$ cat config.mk
export PLATFORM = sky130hd
export DESIGN_NAME = stream_xfer_sequencer
export DESIGN_NICKNAME = d
export VERILOG_FILES = /design/src/rtl/stream_seq_pkg.sv /design/src/rtl/stream_beat_counter.sv /design/src/rtl/stream_xfer_sequencer.sv
export SDC_FILE = /design/constraint.sdc
export NUM_CORES = 1
export LEC_CHECK = 0
export CELL_PAD_IN_SITES_DETAIL_PLACEMENT = 2
export CELL_PAD_IN_SITES_GLOBAL_PLACEMENT = 2
export CORE_MARGIN = 2
export CORE_UTILIZATION = 18
export DETAILED_ROUTE_END_ITERATION = 6
export PLACE_DENSITY_LB_ADDON = 0.25
export SLEW_MARGIN = 20
export SYNTH_ARGS = -nofsm -noshare
export SYNTH_HDL_FRONTEND = slang
export SYNTH_SLANG_ARGS = --single-unit
$ cat constraint.sdc
create_clock -name clk -period 5.7 [get_ports clk]
set_input_delay 1.425 -clock clk [delete_from_list [all_inputs] [get_ports clk]]
set_output_delay 1.425 -clock clk [all_outputs]
set_load 0.005 [all_outputs]
$ cat src/rtl/stream_seq_pkg.sv
// Shared types and constants for the stream transfer sequencer.
// Holds the sequencer state encoding and the command opcode values.
package stream_seq_pkg;

    typedef enum logic [1:0] {
        IDLE  = 2'd0,
        STORE = 2'd1,
        LOAD  = 2'd2,
        DONE  = 2'd3
    } state_t;

    localparam logic OP_STORE = 1'b0;
    localparam logic OP_LOAD  = 1'b1;

endpackage

$ cat src/rtl/stream_beat_counter.sv
// Transfer length register and beat counter for one sequencer command.
// o_is_last flags the beat that must carry TLAST on the forwarded stream.
module stream_beat_counter #(
    parameter int STORAGE_IDX_WIDTH = 10
) (
    input  logic                         clk,
    input  logic                         reset,
    input  logic                         i_start,
    input  logic [STORAGE_IDX_WIDTH:0]   i_len,
    input  logic                         i_beat,
    output logic                         o_is_last
);

    logic [STORAGE_IDX_WIDTH:0] r_len;
    logic [STORAGE_IDX_WIDTH:0] r_beat_cnt;

    // NOTE: state registers use non-blocking assignments so every flop samples pre-edge values.
    always_ff @(posedge clk or posedge reset) begin
        if (reset) begin
            r_len      <= '0;
            r_beat_cnt <= '0;
        end else if (i_start) begin
            r_len      <= i_len;
            r_beat_cnt <= '0;
        end else if (i_beat) begin
            r_beat_cnt <= r_beat_cnt + 1'b1;
        end
    end

    // Only meaningful while a non-empty transfer is active (len >= 1).
    assign o_is_last = (r_beat_cnt == (r_len - 1'b1));

endmodule

$ cat src/rtl/stream_xfer_sequencer.sv
// Command-driven AXI-Stream sequencer steering host<->streamer beats with forced TLAST.
// Zero-latency combinational muxing; the FSM only tracks phase, length and error status.
module stream_xfer_sequencer
    import stream_seq_pkg::*;
#(
    parameter int DATA_WIDTH        = 32,
    parameter int STORAGE_IDX_WIDTH = 10
) (
    input  logic                         clk,
    input  logic                         reset,

    input  logic                         cmd_valid,
    output logic                         cmd_ready,
    input  logic                         cmd_op,
    input  logic [STORAGE_IDX_WIDTH:0]   cmd_len,
    input  logic                         abort,
    output logic                         busy,
    output logic                         done,
    output logic                         err,

    input  logic [DATA_WIDTH-1:0]        H_S_AXI_TDATA,
    input  logic [DATA_WIDTH/8-1:0]      H_S_AXI_TKEEP,
    input  logic                         H_S_AXI_TVALID,
    input  logic                         H_S_AXI_TLAST,
    output logic                         H_S_AXI_TREADY,

    output logic [DATA_WIDTH-1:0]        ST_M_AXI_TDATA,
    output logic [DATA_WIDTH/8-1:0]      ST_M_AXI_TKEEP,
    output logic                         ST_M_AXI_TVALID,
    output logic                         ST_M_AXI_TLAST,
    input  logic                         ST_M_AXI_TREADY,

    input  logic [DATA_WIDTH-1:0]        ST_S_AXI_TDATA,
    input  logic [DATA_WIDTH/8-1:0]      ST_S_AXI_TKEEP,
    input  logic                         ST_S_AXI_TVALID,
    input  logic                         ST_S_AXI_TLAST,
    output logic                         ST_S_AXI_TREADY,

    output logic [DATA_WIDTH-1:0]        H_M_AXI_TDATA,
    output logic [DATA_WIDTH/8-1:0]      H_M_AXI_TKEEP,
    output logic                         H_M_AXI_TVALID,
    output logic                         H_M_AXI_TLAST,
    input  logic                         H_M_AXI_TREADY
);

    state_t r_state;
    state_t w_next_state;
    logic   r_ready_en;
    logic   r_err_flag;

    logic   w_accept;
    logic   w_start;
    logic   w_active;
    logic   w_beat;
    logic   w_src_last;
    logic   w_is_last;
    logic   w_err_set;

    assign w_active = (r_state == STORE) || (r_state == LOAD);
    assign w_accept = cmd_valid && cmd_ready;
    assign w_start  = w_accept && (cmd_len != '0);
    assign w_err_set = w_active && (abort || (w_beat && (w_src_last != w_is_last)));

    stream_beat_counter #(
        .STORAGE_IDX_WIDTH (STORAGE_IDX_WIDTH)
    ) u_beat_counter (
        .clk       (clk),
        .reset     (reset),
        .i_start   (w_start),
        .i_len     (cmd_len),
        .i_beat    (w_beat),
        .o_is_last (w_is_last)
    );

    // r_ready_en holds cmd_ready low until the first edge after reset is released.
    always_ff @(posedge clk or posedge reset) begin
        if (reset) begin
            r_state    <= IDLE;
            r_ready_en <= 1'b0;
            r_err_flag <= 1'b0;
        end else begin
            r_state    <= w_next_state;
            r_ready_en <= 1'b1;
            if (w_accept) begin
                r_err_flag <= 1'b0;
            end else if (w_err_set) begin
                r_err_flag <= 1'b1;
            end
        end
    end

    // NOTE: every combinational output gets a default first so no path infers a latch.
    always_comb begin
        w_next_state = r_state;
        case (r_state)
            IDLE: begin
                if (w_accept) begin
                    if (cmd_len == '0) begin
                        w_next_state = DONE;
                    end else if (cmd_op == OP_LOAD) begin
                        w_next_state = LOAD;
                    end else begin
                        w_next_state = STORE;
                    end
                end
            end
            STORE, LOAD: begin
                if (abort || (w_beat && w_is_last)) begin
                    w_next_state = DONE;
                end
            end
            DONE:    w_next_state = IDLE;
            default: w_next_state = IDLE;
        endcase
    end

    always_comb begin
        H_S_AXI_TREADY  = 1'b0;
        ST_M_AXI_TDATA  = '0;
        ST_M_AXI_TKEEP  = '0;
        ST_M_AXI_TVALID = 1'b0;
        ST_M_AXI_TLAST  = 1'b0;
        ST_S_AXI_TREADY = 1'b0;
        H_M_AXI_TDATA   = '0;
        H_M_AXI_TKEEP   = '0;
        H_M_AXI_TVALID  = 1'b0;
        H_M_AXI_TLAST   = 1'b0;
        w_beat          = 1'b0;
        w_src_last      = 1'b0;
        case (r_state)
            STORE: begin
                ST_M_AXI_TDATA  = H_S_AXI_TDATA;
                ST_M_AXI_TKEEP  = H_S_AXI_TKEEP;
                ST_M_AXI_TVALID = H_S_AXI_TVALID;
                ST_M_AXI_TLAST  = w_is_last;
                H_S_AXI_TREADY  = ST_M_AXI_TREADY;
                w_beat          = H_S_AXI_TVALID && ST_M_AXI_TREADY;
                w_src_last      = H_S_AXI_TLAST;
            end
            LOAD: begin
                H_M_AXI_TDATA   = ST_S_AXI_TDATA;
                H_M_AXI_TKEEP   = ST_S_AXI_TKEEP;
                H_M_AXI_TVALID  = ST_S_AXI_TVALID;
                H_M_AXI_TLAST   = w_is_last;
                ST_S_AXI_TREADY = H_M_AXI_TREADY;
                w_beat          = ST_S_AXI_TVALID && H_M_AXI_TREADY;
                w_src_last      = ST_S_AXI_TLAST;
            end
            default: ;
        endcase
    end

    assign cmd_ready = r_ready_en && (r_state == IDLE);
    assign busy      = (r_state != IDLE);
    assign done      = (r_state == DONE);
    assign err       = (r_state == DONE) && r_err_flag;

endmodule

==> impl_metrics.csv <==
group,metric,value,unit
layout,fillers,1439,
clocking,cts_setup_buffers,0,
grt,grt_max_degree,42,
pwr,power.density,371,nW/um^2
drt,top_layer_used,"met4",
sta,rsz0062_at_grt,"no",
sta,slew_headroom,34.9,%
job,maxCapViolCount,0,
floorplanning,die-height,118,microns
critical_path,timing_worst_setup_path_type,"reg2out",
sta,worst_pin_slew,0.971,ns
yosys,synth_top_family_by_area,"simple AND/OR/NAND/NOR gates",
yosys,ys_seq_elements,26,
drt,dr.pass1.iters,6,
clocking,holdBufCountCts,0,
placed_design,dp_hpwl,9.55,mm
layout,final_cells,633,
pwr,vdd_drop_max,0.137,mV
drt,postRouteAntennaNets,0,
drt,wl_met3,593,microns
sta,setup_tns,0,ns
drt,met2WireLength,5.87,mm
layout,drive_above_1_share,3.25,%
yosys,synth_xor_xnor_area_share,4.90,%
pwr,p_switching,0.662,mW
grt,grt_overflow,0,
pwr,power_frac_seq,20.7,%
critical_path,crit_family,"simple AND/OR/NAND/NOR gates",
floorplanning,rows,41,
pwr,combPwrFrac,68.4,%
critical_path,crit_buf_inv,1,
sta,fin_crit,4.59,ns
worst_hold_path,worstHoldPathType,"reg2reg",
floorplanning,die_area,13800,sq um
grt,grt_antenna_before_repair,0,
sta,slew_viol_final,0,
layout,area_growth_syn_to_layout,86.7,%
placed_design,place_area,4240,sq um
critical_path,critical_path_required,4.28,ns
critical_path,start_kind,"flip-flop",
yosys,synth_top_area_cell,"dfrtp_1",
drt,wire_per_inst,17.7,microns
layout,nets,563,
sta,finalHoldViolCount,0,
yosys,syn_nets,396,
grt,grt_pass1_wl,17.7,mm
pwr,leakage,1.70,nW
yosys,post-synth-top-count-cell,"and2_1",
yosys,synth-simple-area-share,42.7,%
layout,final_cell_area,4340,sq um
yosys,muxShareOfSynthArea,0.862,%
layout,regArea,651,sq um
placed_design,placedCellCount,629,
pwr,swShare,41.1,%
drt,routed_via_density,4.43,
yosys,netlist_area,2320,sq um
critical_path,max_stage_delay,0.69,ns
clocking,cts-resized-gates,0,
sta,setup_viol,0,
yosys,synth-compound-area-share,15.0,%
clocking,clk_pin_slew,0.07,ns
floorplanning,coreArea,12600,sq um
floorplanning,start_util,18.4,%
clocking,numCtsBuffers,3,
clocking,cts_tree,"built",
grt,grtUsageTotal,16.1,%
clocking,h-tree-depth,1,
layout,num_antenna_cells,0,
grt,grt_pass1_vias,2969,
yosys,synth_cell_types,47,
drt,finalWirelength,11.2,mm
critical_path,endpoint_kind,"output port",
yosys,syn_area_per_cell,7.87,sq um
critical_path,path_cells,"or4_1 > or4_4 > o32ai_4 > o21ai_1 > nand4b_1 > nor2_1 > clkdlybuf4s50_1",
drt,wl_met1,4.62,mm
outcome,status,"finished clean",
placed_design,routabilityCongestion,0.815,
drt,drc_errors,0,
layout,multi_input_area,1570,sq um
clocking,cts_root_buffer,"clkbuf_16",
yosys,synthArstFlopShare,100,%
clocking,cts_max_path_buffers,2,
pwr,clockPowerShare,10.9,%
yosys,yosys_most_used_dff,"dfrtp_1",
yosys,yosysSeqAreaShare,28.0,%
floorplanning,ios,176,
critical_path,crit_path_top_delay_cell,"or4_1",
clocking,clock_latency,0.26,ns
drt,first_iter_violations,88,
yosys,synth_common_cells,"79 x and2_1, 29 x nand2_1, 26 x dfrtp_1",
critical_path,worstPathArrival,3.17,ns
clocking,cts.sinks,26,
yosys,synth_cells,295,
yosys,synthAdderAreaFrac,3.77,%
placed_design,portBuffers,175,
yosys,netlist_top_cells_area,"dfrtp_1 28%, and2_1 21%, nand2_1 4.7%",
drt,vias,2803,
yosys,synth_edf_count,0,
critical_path,critPathMaxFanout,8,
yosys,yosys_warnings,0,
floorplanning,die_x,118,microns
pwr,p_int,0.946,mW
sta,finClkSkew,0.00215,ns
yosys,netlist.area_leader.share,28.0,%
sta,fin_crit_sh,80.6,%
sta,fmax,218,MHz
[power groups by stage]
stage          combinational (mW)  clock, mW  sequential [mW]
2_1_floorplan               0.586          0            0.302
3_3_place_gp                 1.09          0            0.332
3_5_place_dp                 1.11          0            0.337
4_1_cts                      1.12      0.182            0.333
5_1_grt                      1.21      0.187            0.346
6_report                     1.10      0.175            0.332
[kinds of logic after synthesis]
| logic type | Yosys count |
|---|---|
| compound gates | 42 |
| xor+xnor | 13 |
| fa+ha+maj | 7 |
| buf+inv | 28 |
| flops | 26 |
| mux | 2 |
| other cells | 1 |
| simple gates | 176 |
[metrics by stage]
step | utilization, % | power (mW) | hold WS, ns | worst slack, ns
2_1_floorplan | - | 0.888 | 0.480 | 2.17
3_3_place_gp | 33.6 | 1.42 | 0.525 | 1.47
3_5_place_dp | 33.6 | 1.45 | 0.521 | 1.37
4_1_cts | 34.3 | 1.64 | 0.546 | 1.08
5_1_grt | 34.4 | 1.75 | 0.566 | 0.918
6_report | 34.4 | 1.61 | 0.544 | 1.11
[path summary, 6_finish.rpt]
kind | start | to | slack (ns) | cells past startpoint
worst max-delay path | u_beat_counter.r_len[3]$_DFFE_PP0P_ | H_M_AXI_TLAST | 1.11 | 7
worst min-delay path | u_beat_counter.r_len[10]$_DFFE_PP0P_ | u_beat_counter.r_len[10]$_DFFE_PP0P_ | 0.54 | 1
worst max register to register | r_state[1]$_DFFE_PP0P_ | u_beat_counter.r_beat_cnt[9]$_DFFE_PP0P_ | 2.91 | 7
worst min register to register | u_beat_counter.r_len[10]$_DFFE_PP0P_ | u_beat_counter.r_len[10]$_DFFE_PP0P_ | 0.54 | 1
max in group asynchronous | reset | u_beat_counter.r_beat_cnt[7]$_DFFE_PP0P_ | 3.68 | 2
min in group asynchronous | reset | u_beat_counter.r_len[2]$_DFFE_PP0P_ | 1.57 | 2
[registers in the layout, summed over array words and instances (netlist names)]
register and count:
r_state 2, r_err_flag 1, u_beat_counter.r_beat_cnt 11, r_ready_en 1
u_beat_counter.r_len 11
[cell usage in the layout, fill, tap and decap left out, types with 2 or more instances in the layout]
master and instances:
nand2_1 29, o31a_1 2, xor2_1 8, or3_1 6
nand3_1 11, nor2_1 15, inv_1 13, nand2b_1 4
mux2i_1 2, o211ai_1 2, dfrtp_1 26, a222oi_1 2
xnor2_1 5, nor3_1 9, a21oi_1 7, nand4_1 7
and2_1 79, ha_2 2, nor2b_1 3, o21ai_0 10
a31oi_1 2, o211a_1 2, and3_1 3, or4_1 2
clkdlybuf4s50_1 175, clkbuf_16 3, ha_1 5, nor4_1 4
[layer usage]
metal  up-vias  global-route usage (%)
met2        98                    30.3
met4         0                    3.01
met3        12                    3.39
met1      1367                    18.8
met5         -                       0
li1       1326                       -
[final cells by class]
cell class                      instances  area share (%)
Clock buffer                            4            2.05
Inverter                               14            1.21
Multi-Input combinational cell        241            36.2
Sequential cell                        26            15.0
Tap cell                              172            4.96
Timing Repair Buffer                  176            40.6
Note: power is estimated with default switching activity, not from simulation.
